<file path="config.mk">
export PLATFORM = sky130hd
export DESIGN_NAME = display_scan_ctrl
export DESIGN_NICKNAME = d
export VERILOG_FILES = /design/src/rtl/display_scan_ctrl.sv
export SDC_FILE = /design/constraint.sdc
export NUM_CORES = 1
export LEC_CHECK = 0
export BUFFER_PORTS_ARGS = -buffer_cell sky130_fd_sc_hd__buf_2
export CORE_MARGIN = 3
export CORE_UTILIZATION = 51
export CTS_CLUSTER_SIZE = 14
export DETAILED_ROUTE_END_ITERATION = 8
export GPL_TIMING_DRIVEN = 0
export PLACE_DENSITY = 0.84
export SKIP_LAST_GASP = 1
export SYNTH_ARGS = -nofsm -noshare
export SYNTH_HDL_FRONTEND = slang
export SYNTH_SLANG_ARGS = --single-unit
</file>
<file path="constraint.sdc">
create_clock -name clk -period 2.2 [get_ports clk]
set_clock_uncertainty 0.05 [all_clocks]
set_input_delay 0.55 -clock clk [delete_from_list [all_inputs] [get_ports clk]]
set_output_delay 0.55 -clock clk [all_outputs]
set_load 0.1 [all_outputs]
</file>
<file path="src/rtl/display_scan_ctrl.sv">
// Basys2 4-digit seven-segment scan controller. It multiplexes clock or stopwatch digits
// with per-digit blink and a timed new-day overlay. Define DISPLAY_LEADING_ZERO_BLANK_EN to suppress a leading clock zero.
module display_scan_ctrl #(
    parameter int SCAN_DIV      = 50000,
    parameter int BLINK_TICKS   = 250,
    parameter int OVERLAY_TICKS = 2000
) (
    input  logic       clk,
    input  logic       rst,
    input  logic       mode_sel,
    input  logic [3:0] clk_d1,
    input  logic [3:0] clk_d2,
    input  logic [3:0] clk_d3,
    input  logic [3:0] clk_d4,
    input  logic [3:0] sw_d1,
    input  logic [3:0] sw_d2,
    input  logic [3:0] sw_d3,
    input  logic [3:0] sw_d4,
    input  logic [3:0] blink,
    input  logic       new_day,
    output logic [3:0] an,
    output logic [6:0] seg,
    output logic       dp,
    output logic       overlay_active
);

    localparam int PRE_W = (SCAN_DIV > 1) ? $clog2(SCAN_DIV) : 1;
    localparam int BLK_W = $clog2(BLINK_TICKS + 1);
    localparam int OVL_W = $clog2(OVERLAY_TICKS + 1);

    localparam logic [0:0] ST_NORMAL  = 1'b0;
    localparam logic [0:0] ST_OVERLAY = 1'b1;

    localparam logic [6:0] SEG_BLANK = 7'h7F;

    logic [PRE_W-1:0] prescaleCnt;
    logic             scanTick;
    logic [1:0]       digitIdx;
    logic [BLK_W-1:0] blinkCnt;
    logic             blinkPhase;
    logic [0:0]       state;
    logic [OVL_W-1:0] overlayCnt;
    logic             overlayOn;
    logic             snapMode;
    logic [3:0]       snapDigit [4];
    logic [3:0]       snapBlink;
    logic             useClock;
    logic [3:0]       curDigit;
    logic             blankNow;
    logic [6:0]       segNext;
    logic             dpNext;

    function automatic logic [6:0] decodeSeg(input logic [3:0] value);
        case (value)
            4'd0:    return 7'h40;
            4'd1:    return 7'h79;
            4'd2:    return 7'h24;
            4'd3:    return 7'h30;
            4'd4:    return 7'h19;
            4'd5:    return 7'h12;
            4'd6:    return 7'h02;
            4'd7:    return 7'h78;
            4'd8:    return 7'h00;
            4'd9:    return 7'h10;
            default: return SEG_BLANK;
        endcase
    endfunction

    assign scanTick       = (prescaleCnt == PRE_W'(SCAN_DIV - 1));
    assign overlayOn      = (state == ST_OVERLAY);
    assign overlay_active = overlayOn;
    assign useClock       = overlayOn | mode_sel;

    // NOTE: state registers use non-blocking assignments so every flop samples pre-edge values.
    always_ff @(posedge clk) begin
        if (rst) begin
            prescaleCnt <= '0;
        end else if (scanTick) begin
            prescaleCnt <= '0;
        end else begin
            prescaleCnt <= prescaleCnt + 1'b1;
        end
    end

    // The blink counter free-runs on scan ticks so phase is independent of frames and overlay.
    always_ff @(posedge clk) begin
        if (rst) begin
            digitIdx   <= 2'd0;
            blinkCnt   <= '0;
            blinkPhase <= 1'b0;
        end else if (scanTick) begin
            digitIdx <= digitIdx + 2'd1;
            if (blinkCnt == BLK_W'(BLINK_TICKS - 1)) begin
                blinkCnt   <= '0;
                blinkPhase <= ~blinkPhase;
            end else begin
                blinkCnt <= blinkCnt + 1'b1;
            end
        end
    end

    // A new_day pulse takes priority, so a reload coinciding with expiry keeps the overlay running.
    always_ff @(posedge clk) begin
        if (rst) begin
            state      <= ST_NORMAL;
            overlayCnt <= '0;
        end else if (new_day) begin
            state      <= ST_OVERLAY;
            overlayCnt <= OVL_W'(OVERLAY_TICKS);
        end else if (overlayOn && scanTick) begin
            if (overlayCnt <= OVL_W'(1)) begin
                state      <= ST_NORMAL;
                overlayCnt <= '0;
            end else begin
                overlayCnt <= overlayCnt - 1'b1;
            end
        end
    end

    // NOTE: the snapshot array is small and must read as zeros before the first frame, so it is reset.
    always_ff @(posedge clk) begin
        if (rst) begin
            snapMode  <= 1'b1;
            snapBlink <= 4'b0000;
            for (int i = 0; i < 4; i++) begin
                snapDigit[i] <= 4'd0;
            end
        end else if (scanTick && digitIdx == 2'd3) begin
            snapMode     <= useClock;
            snapBlink    <= blink;
            snapDigit[3] <= useClock ? clk_d1 : sw_d1;
            snapDigit[2] <= useClock ? clk_d2 : sw_d2;
            snapDigit[1] <= useClock ? clk_d3 : sw_d3;
            snapDigit[0] <= useClock ? clk_d4 : sw_d4;
        end
    end

    // NOTE: every always_comb output gets a default first so no latch is inferred.
    always_comb begin
        curDigit = snapDigit[digitIdx];
        blankNow = blinkPhase && (overlayOn || snapBlink[digitIdx]);
`ifdef DISPLAY_LEADING_ZERO_BLANK_EN
        if (snapMode && digitIdx == 2'd3 && curDigit == 4'd0) begin
            blankNow = 1'b1;
        end
`endif
        segNext = blankNow ? SEG_BLANK : decodeSeg(curDigit);
        if (overlayOn) begin
            dpNext = blinkPhase;
        end else begin
            dpNext = !(digitIdx == 2'd2 && snapMode && !blinkPhase);
        end
    end

    always_ff @(posedge clk) begin
        if (rst) begin
            an  <= 4'b1111;
            seg <= SEG_BLANK;
            dp  <= 1'b1;
        end else if (scanTick) begin
            an  <= ~(4'b0001 << digitIdx);
            seg <= segNext;
            dp  <= dpNext;
        end
    end

endmodule

</file>
* After elaboration in Yosys (flattened, before gate mapping) *
Memory sizes are Yosys's and may differ from the RTL's. A register that Yosys moved wholly into a read port is not among the register bits.
Cells that the tools add are included.

storage, ports and cells
  register bits = 56
  latch bits = 0
  bits in writable memories = 16
  ROM bits = 112
  input port bits = 40
  output and inout bits = 13
  word-level logic and storage cells = 72
  memories kept = 2

cells by class
  add/sub/neg operators = 4
  multipliers = 0
  div/mod/pow operators = 0
  order comparisons = 2
  equal/unequal tests = 4
  shift-type cells = 1
  mux-type cells = 26
  bitwise logic cells = 7
  reductions and logical operators = 14

memories
  memory           depth  bits a word  read ports  clocked after memory_dff  write ports  line  RTL
  (no name shown)  16     7            1           0                         0            54    case (value)
  snapDigit        4      4            1           1                         4            45    logic [3:0] snapDigit [4];

operator list
  cell                                                                           count
  11-bit two-way mux                                                             3
  4-bit two-way mux                                                              8
  16-bit by 1-bit adder with 16-bit output (second input constant)               1
  16-bit == test (second input constant)                                         1
  11-bit by 1-bit <= comparator with 1-bit output (second input constant)        1
  11-bit by 1-bit subtractor with 11-bit output (second input constant)          1
  1-bit two-way mux                                                              10
  8-bit by 1-bit adder with 8-bit output (second input constant)                 1
  8-bit == test (second input constant)                                          1
  8-bit two-way mux                                                              1
  7-bit two-way mux                                                              1
  1-bit logical AND                                                              5
  1-bit bitwise OR                                                               5
  2-bit == test (second input constant)                                          2
  2-bit two-way mux                                                              2
  4-bit NOT                                                                      1
  2-bit AND reduction                                                            2
  2-bit nonzero test                                                             2
  2-bit OR reduction                                                             2
  1-bit by 2-bit << shifter with 4-bit output (first input constant)             1
  2-bit by 3-bit less-than comparator with 1-bit output (second input constant)  1
  2-bit by 1-bit adder with 2-bit output (second input constant)                 1
  1-bit binary-select mux with 2-bit select                                      1
  1-bit zero test                                                                2
  2 further kinds                                                                2

* Longest topological paths before layout *
Gate-level depths: netlist of run 1.

  depth after elaboration = 6
  gate-level depth with buffers = 8
  depth with buffers taken out = 7

* Worst setup path after synthesis of run 1 *
No wires, ideal clock.

  path type = reg2reg
  start = register state (netlist: overlay_active)
  end = register overlayCnt[3]
  setup time = 125 ps
  data arrival time = 2357 ps
  required time = 2025 ps
  setup slack = -333 ps
  stages on the path, launching flop included = 7
  path through = dfxtp_1 > nand4_1 > or4_4 > buf_6 > or4_4 > xor2_1 > nor2_2

on the way
  longest elaborated chain between the ends = 1

RTL lines
  element                   line  RTL
  start: declaration        41    logic [0:0] state;
  start signal: assignment  105   state <= ST_NORMAL;
  start signal: assignment  108   state <= ST_OVERLAY;
  start signal: assignment  112   state <= ST_NORMAL;
  1-bit logical AND         110   end else if (overlayOn && scanTick) begin
  end signal: assignment    109   overlayCnt <= OVL_W'(OVERLAY_TICKS);
  end signal: assignment    115   overlayCnt <= overlayCnt - 1'b1;
  end: declaration          42    logic [OVL_W-1:0] overlayCnt;

Every way passes these cells.
A chain may end at the register's enable or synchronous reset.

* Worst setup path in the final report of run 1 *
  start = register prescaleCnt[12]
  end = register overlayCnt[3]

on the way
  longest elaborated chain between the ends = 2

RTL lines
  element                   line  RTL
  start: declaration        36    logic [PRE_W-1:0] prescaleCnt;
  start signal: assignment  81    prescaleCnt <= prescaleCnt + 1'b1;
  16-bit == test            69    assign scanTick = (prescaleCnt == PRE_W'(SCAN_DIV - 1));
  1-bit logical AND         110

Every way passes these cells.

==> results.tsv, run 1 <==
stage	metric	value	unit
setup_path	kind of critical path	reg -> reg	
clock_tree	H-tree Lvls	3	
cells_and_area	share of cells above drive strength 1	0.288	
detailed_routing	Vias per Instance	5.62	
synthesis	top_reg_cell synth	dfxtp_1	
setup_path	Req. time, crit path	2.39	ns
floorplanning	Die Area	7790	µm²
sta	ratio of final minimum period to clock period	1.05	
grt	initial antenna violation count	0	
detailed_routing	final wirelength	8350	µm
setup_path	worst-path maximum fanout	5	
clock_tree	clock sink count	74	
cells_and_area	fin nets	508	
place	Setup WS pre-CTS	-0.440	ns
place	Port Buffers	52	
status	status	finished, violations left	
place	placer congestion estimate	0.894	
cells_and_area	fin area	4380	µm²
floorplanning	die height	88.3	µm
grt	largest net degree at the start of global routing	18	
setup_path	Critical Path End Type	register	
setup_path	Worst Path Buf+Inv	0	
sta	Worst slew margin	0.537	
grt	global route total overflow	0	
power_and_ir_drop	Lkg Pwr	0.00172	µW
sta	min setup slack post-route	-0.101	ns
floorplanning	core area	6460	µm²
power_and_ir_drop	switching power	644	µW
status	violated checks	negative setup slack	
sta	Final setup viols	23	
sta	TNS Setup	-0.592	ns
grt	Total GRT Usage	0.215	
grt	vias in the first global route	2938	
sta	Hold Violations, Final	0	
clock_tree	TritonCTS buffer count	9	
clock_tree	TritonCTS clock tree	yes	
floorplanning	Top Ports	53	
floorplanning	Initial Utilization	0.535	
place	Area after DPL	3810	µm²
synthesis	Syn Std Cell Area	3450	µm²
sta	Hold WS	0.356	ns
power_and_ir_drop	clock share of power	0.430	
synthesis	Synth warnings	0	
power_and_ir_drop	Peak VDD IR	529	µV
detailed_routing	DR DRC count	0	
grt	first-pass GRT wire length	13200	µm
setup_path	crit-path cells	or4b_4, or4_4, or4_4, xor2_1, nor2_2	
detailed_routing	TritonRoute pass-1 iters	4	
detailed_routing	drt initial violations	179	
floorplanning	row count	29	
clock_tree	clk_lat worst skew	0.35	ns
synthesis	Synth Instances	378	
setup_path	Worst setup SP type	register	
setup_path	Crit path largest cell delay	0.59	ns
run	Max Cap Violations	0	
min_path	worst min-delay path category	in -> reg	
power_and_ir_drop	overall power	2860	µW
sta	Fmax	0.435	GHz
power_and_ir_drop	Cell Pwr Density	653	nW/µm²
cells_and_area	Diodes inserted	0	
detailed_routing	wire length per cell	15.6	µm
floorplanning	Die Wd	88.3	µm
synthesis	Yosys cell types	44	
clock_tree	Max clock buf depth	2	
grt	met2 Track Usage GR	0.370	
power_and_ir_drop	Switching Fraction	0.225	
sta	RSZ-0062 raised after global routing	true	
clock_tree	CTS Hold Buffers Added	0	
sta	max-slew violations	0	
place	post-DP HPWL	5230	µm
power_and_ir_drop	combinational power share	0.071	
grt	GRT met1 Usage	0.255	
clock_tree	Root Driver	clkbuf_8	
sta	Tmin final	2.30	ns
synthesis	Syn Area/Cell	9.14	µm²
power_and_ir_drop	sequential power share	0.500	
setup_path	most frequent CP cell	or4_4	
sta	Worst Tran Pin Value	0.695	ns
setup_path	critical-path cell with the highest stage delay	or4_4	
detailed_routing	via count	3014	
grt	M3 GR Usage	0.0466	
cells_and_area	Filler Cell Count	457	
detailed_routing	post-route ant nets	0	
setup_path	Worst EP arrival	2.49	ns
cells_and_area	P&R area growth vs syn	26.9	%
grt	GRT Max-Usage Layer	met2	
setup_path	CP top delay family	simple AND/OR/NAND/NOR gates	
synthesis	Synth Register Bits	74	
clock_tree	clk slew on worst S/H paths	0.07	ns
synthesis	Post-synth ARST share	0	
synthesis	Mapped Nets	432	
synthesis	number of flops mapped to enable cells by yosys	16	
power_and_ir_drop	Int Pwr	2220	µW
synthesis	post-synthesis sequential area ratio	0.475	
-- registers in the layout (all words and copies together), names as in the netlist, named ones only --
name,count
blinkCnt,8
digitIdx,2
an,4
snapMode,1
seg,7
snapDigit,16
snapBlink,4
prescaleCnt,16
overlay_active,1
dp,1
overlayCnt,11
blinkPhase,1
-- kinds of logic after synthesis --
family / synth area share
AOI/OAI and AO/OA: 0.111
and+or+nand+nor: 0.230
adders and majority gates: 0.0507
xor gates and xnor gates: 0.0685
DFF: 0.475
buffers and inverters: 0.0297
muxes: 0.0351
-- layout by cell type, fill, tap and decap left out, types with 6 or more instances in the layout --
cell type and n:
inv_1 11, dfxtp_2 6, xor2_1 14, o21ai_0 10, dfxtp_1 50, edfxtp_1 16, buf_4 13, nand3_1 10
nor2_1 44, nor3_1 7, xnor2_1 13, ha_1 13, clkbuf_8 11, clkbuf_1 7, a21oi_1 38, buf_2 53
nand2_1 54
-- metrics by stage --
| step | utilization | std cells |
|---|---|---|
| global placement | 0.590 | 507 |
| CTS | 0.651 | 530 |
| global route | 0.679 | 536 |
| floorplan | - | 378 |
| finish | 0.679 | 536 |
| detailed placement | 0.590 | 507 |
-- power groups by stage --
stage | clock (µW) | combinational (µW) | sequential, µW
2_1_floorplan | 0 | 101 | 1460
3_3_place_gp | 0 | 166 | 1460
3_5_place_dp | 0 | 173 | 1460
4_1_cts | 1240 | 185 | 1430
5_1_grt | 1300 | 224 | 1430
6_report | 1230 | 202 | 1430
-- synth_stat cells, types with 2 or more instances --
cell type,number,area [µm²]
a21oi_1,41,205
a22o_1,4,35.0
a31oi_1,3,18.8
and2_1,2,12.5
and3_1,4,25.0
and4_1,2,17.5
clkbuf_1,11,41.3
dfxtp_1,58,1160
edfxtp_1,16,480
ha_1,14,175
inv_1,12,45.0
mux2i_1,2,20.0
mux4_2,4,90.1
nand2_1,58,218
nand3_1,13,65.1
nand4_1,5,31.3
nand4b_1,2,17.5
nor2_1,44,165
nor2_2,2,12.5
nor3_1,11,55.1
nor4_1,4,25.0
o211ai_1,4,30.0
o21ai_0,10,50.1
or3_1,6,37.5
or4_4,2,22.5
xnor2_1,13,114
xor2_1,14,123
-- final timing paths --
| check | from | endpoint | slack, ns | depth (start not counted) |
|---|---|---|---|---|
| max | prescaleCnt[12]$_SDFF_PP0_ | overlayCnt[3]$_SDFFE_PP0P_ | -0.10 | 5 |
| min | blink[3] | snapBlink[3]$_SDFFE_PP0P_ | 0.36 | 2 |
| max reg2reg | prescaleCnt[12]$_SDFF_PP0_ | overlayCnt[3]$_SDFFE_PP0P_ | -0.10 | 5 |
| min reg2reg | prescaleCnt[0]$_SDFF_PP0_ | prescaleCnt[0]$_SDFF_PP0_ | 0.41 | 1 |
-- metal layers --
metal | routed length (µm) | vias up
met5 | 0 | -
met4 | 211 | 0
met3 | 398 | 21
met2 | 4240 | 106
met1 | 3500 | 1416
li1 | - | 1471
-- repair_timing --
item                                    CTS  global route
pin swaps                                 5             8
resized for setup                        23            28
endpoints found under the setup margin   86            84
cloned                                    0             1
buffers inserted                          9             6
-- area by class of cell --
cell class | instances | area, µm² | share of cell area
tap | 77 | 96.3 | 0.0220
inverter | 12 | 45.0 | 0.0103
sequential | 74 | 1660 | 0.378
multi-input combinational | 279 | 1870 | 0.426
timing repair buffer | 68 | 418 | 0.0953
buffer | 10 | 53.8 | 0.0123
clock inverter | 2 | 38.8 | 0.00885
clock buffer | 14 | 205 | 0.0468
(Power assumes the default switching activity.)
==> run 2: changes to the inputs <==
- CORE_ASPECT_RATIO: unset -> 0.8
==> run 2 against run 1 <==
Effect of this change: the flow still finishes with violations (negative setup slack); first-iteration DRC count is 72% higher; hold slack worse by 0.00052 ns; die area hardly changed; count of clock-buffer cells in the layout is 4 lower; maximum frequency hardly changed; critical path depth stayed put; clock power is 15% lower; critical endpoint unchanged; largest cell class unchanged.
==> results.tsv, run 2 (same netlist as run 1, synthesis figures left out) <==
stage	metric	value	unit
status	status	finished, violations left	
status	violated checks	negative setup slack	
setup_path	reg2reg end	overlayCnt[3]$_SDFFE_PP0P_	
power_and_ir_drop	Switching Fraction	0.245	
run	Max Cap Violations	0	
setup_path	worst-path maximum fanout	4	
sta	min setup slack post-route	-0.0998	ns
clock_tree	clk slew on worst S/H paths	0.08	ns
place	placer congestion estimate	0.900	
power_and_ir_drop	Peak VDD IR	625	µV
grt	vias in the first global route	2820	
grt	largest net degree at the start of global routing	18	
sta	Hold Violations, Final	0	
cells_and_area	Diodes inserted	0	
clock_tree	clock sink count	74	
power_and_ir_drop	combinational power share	0.077	
grt	GRT Max-Usage Layer	met2	
setup_path	kind of critical path	reg -> reg	
sta	Worst Tran Pin Value	0.591	ns
grt	global route total overflow	0	
clock_tree	TritonCTS buffer count	9	
cells_and_area	share of cells above drive strength 1	0.293	
setup_path	Req. time, crit path	2.44	ns
min_path	HP Start	blink[2]	
detailed_routing	wire length per cell	15.1	µm
detailed_routing	TritonRoute pass-1 iters	5	
floorplanning	row count	26	
setup_path	Critical Path End Type	register	
sta	ratio of final minimum period to clock period	1.05	
cells_and_area	Multi-input gate area	1890	µm²
sta	Hold WS	0.355	ns
setup_path	Worst EP arrival	2.54	ns
power_and_ir_drop	Int Pwr	2020	µW
detailed_routing	via count	3086	
sta	max-slew violations	0	
clock_tree	Max clock buf depth	2	
grt	Total GRT Usage	0.201	
power_and_ir_drop	sequential power share	0.533	
setup_path	Worst setup SP type	register	
clock_tree	clk_lat worst skew	0.35	ns
power_and_ir_drop	clock share of power	0.389	
sta	RSZ-0062 raised after global routing	true	
grt	M3 GR Usage	0.0646	
cells_and_area	Filler Cell Count	430	
clock_tree	TritonCTS clock tree	yes	
cells_and_area	P&R area growth vs syn	28.1	%
detailed_routing	drt initial violations	307	
cells_and_area	Largest regs	prescaleCnt (16), snapDigit (16), overlayCnt (11)	
place	placed insts	514	
sta	Final setup viols	21	
detailed_routing	DR DRC count	0	
detailed_routing	final wirelength	8290	µm
min_path	worst min-delay path category	in -> reg	
power_and_ir_drop	switching power	655	µW
place	Setup WS pre-CTS	-0.447	ns
grt	first-pass GRT wire length	12700	µm
setup_path	crit path from	prescaleCnt[10]$_SDFF_PP0_	
grt	GRT met1 Usage	0.240	
cells_and_area	non-filler instance count after layout	548	
floorplanning	Top Ports	53	
sta	Tmin final	2.30	ns
cells_and_area	fin nets	513	
place	Port Buffers	52	
clock_tree	Root Driver	clkbuf_8	
floorplanning	core area	6470	µm²
cells_and_area	most frequent cells in the layout	56 x nand2_1, 52 x buf_2, 51 x dfxtp_1, 43 x nor2_1, 36 x a21oi_1	
floorplanning	die height	79.6	µm
floorplanning	Initial Utilization	0.533	
floorplanning	Die Wd	98	µm
grt	initial antenna violation count	0	
detailed_routing	Vias per Instance	5.63	
sta	Fmax	0.435	GHz
sta	Worst slew margin	0.606	
setup_path	Reg2Reg Depth	5	
floorplanning	Die Area	7800	µm²
setup_path	reg2reg setup slack	-0.1	ns
detailed_routing	post-route ant nets	0	
grt	met2 Track Usage GR	0.341	
cells_and_area	commonest non-fill, non-tap cell in the layout	nand2_1	
clock_tree	H-tree Lvls	3	
setup_path	Worst Setup EP	overlayCnt[3]$_SDFFE_PP0P_	
power_and_ir_drop	Lkg Pwr	0.00172	µW
place	post-DP HPWL	5520	µm
power_and_ir_drop	Cell Pwr Density	605	nW/µm²
cells_and_area	FF+latch area	1660	µm²
setup_path	Reg-to-Reg Start	prescaleCnt[10]$_SDFF_PP0_	
-- run 2: worst min-delay path by stage --
stage | end | depth (start not counted)
detailed placement | prescaleCnt[0]$_SDFF_PP0_ | 1
finish | snapBlink[2]$_SDFFE_PP0P_ | 2
global route | snapBlink[2]$_SDFFE_PP0P_ | 2
global placement | prescaleCnt[0]$_SDFF_PP0_ | 1
floorplan | prescaleCnt[0]$_SDFF_PP0_ | 1
CTS | snapBlink[2]$_SDFFE_PP0P_ | 2
-- run 2: routing by layer --
layer / vias up / wire length, µm
met5: - / 0
met4: 0 / 118
met3: 15 / 559
met2: 140 / 4060
met1: 1439 / 3560
li1: 1492 / -
-- run 2: power groups by stage --
| stage | logic [µW] | clock network, µW | registers [µW] |
|---|---|---|---|
| 6_report | 207 | 1040 | 1430 |
| 5_1_grt | 226 | 1110 | 1430 |
| 4_1_cts | 183 | 1050 | 1430 |
| 3_5_place_dp | 172 | 0 | 1460 |
| 3_3_place_gp | 167 | 0 | 1460 |
| 2_1_floorplan | 101 | 0 | 1460 |
-- run 2: critical path, stage by stage, from the launching register on --
cell     delay (ns)
dfxtp_4        0.35
or4b_4         0.55
or4_4          0.61
or4_4          0.46
xor2_2         0.16
nor2_2         0.07
-- run 2: layout make-up --
type | instances | share of cell area
plain buffers | 10 | 0.0127
clock buffers | 10 | 0.0288
clock inverters | 6 | 0.0147
inverters | 12 | 0.0107
multi-input cells | 280 | 0.426
flip-flops and latches | 74 | 0.375
well taps | 84 | 0.0238
repair buffers | 72 | 0.108
-- run 2: what timing repair did --
action,CTS,global route
cloned,0,3
buffers inserted,11,7
endpoints found under the setup margin,81,69
gates resized for setup,26,28
hold endpoints to repair,0,0
hold buffers,0,0
pin swaps,9,9
-- run 2: metrics by stage --
step	utilization	power (µW)	TNS (ns)	instance area (µm²)
after global placement	0.590	1630	-15.04	3820
final	0.683	2680	-0.753	4420
after global routing	0.683	2770	-2.93	4420
after CTS	0.647	2660	-0.497	4190
after floorplan	-	1570	-0.134	3450
after detailed placement	0.590	1630	-17.92	3820
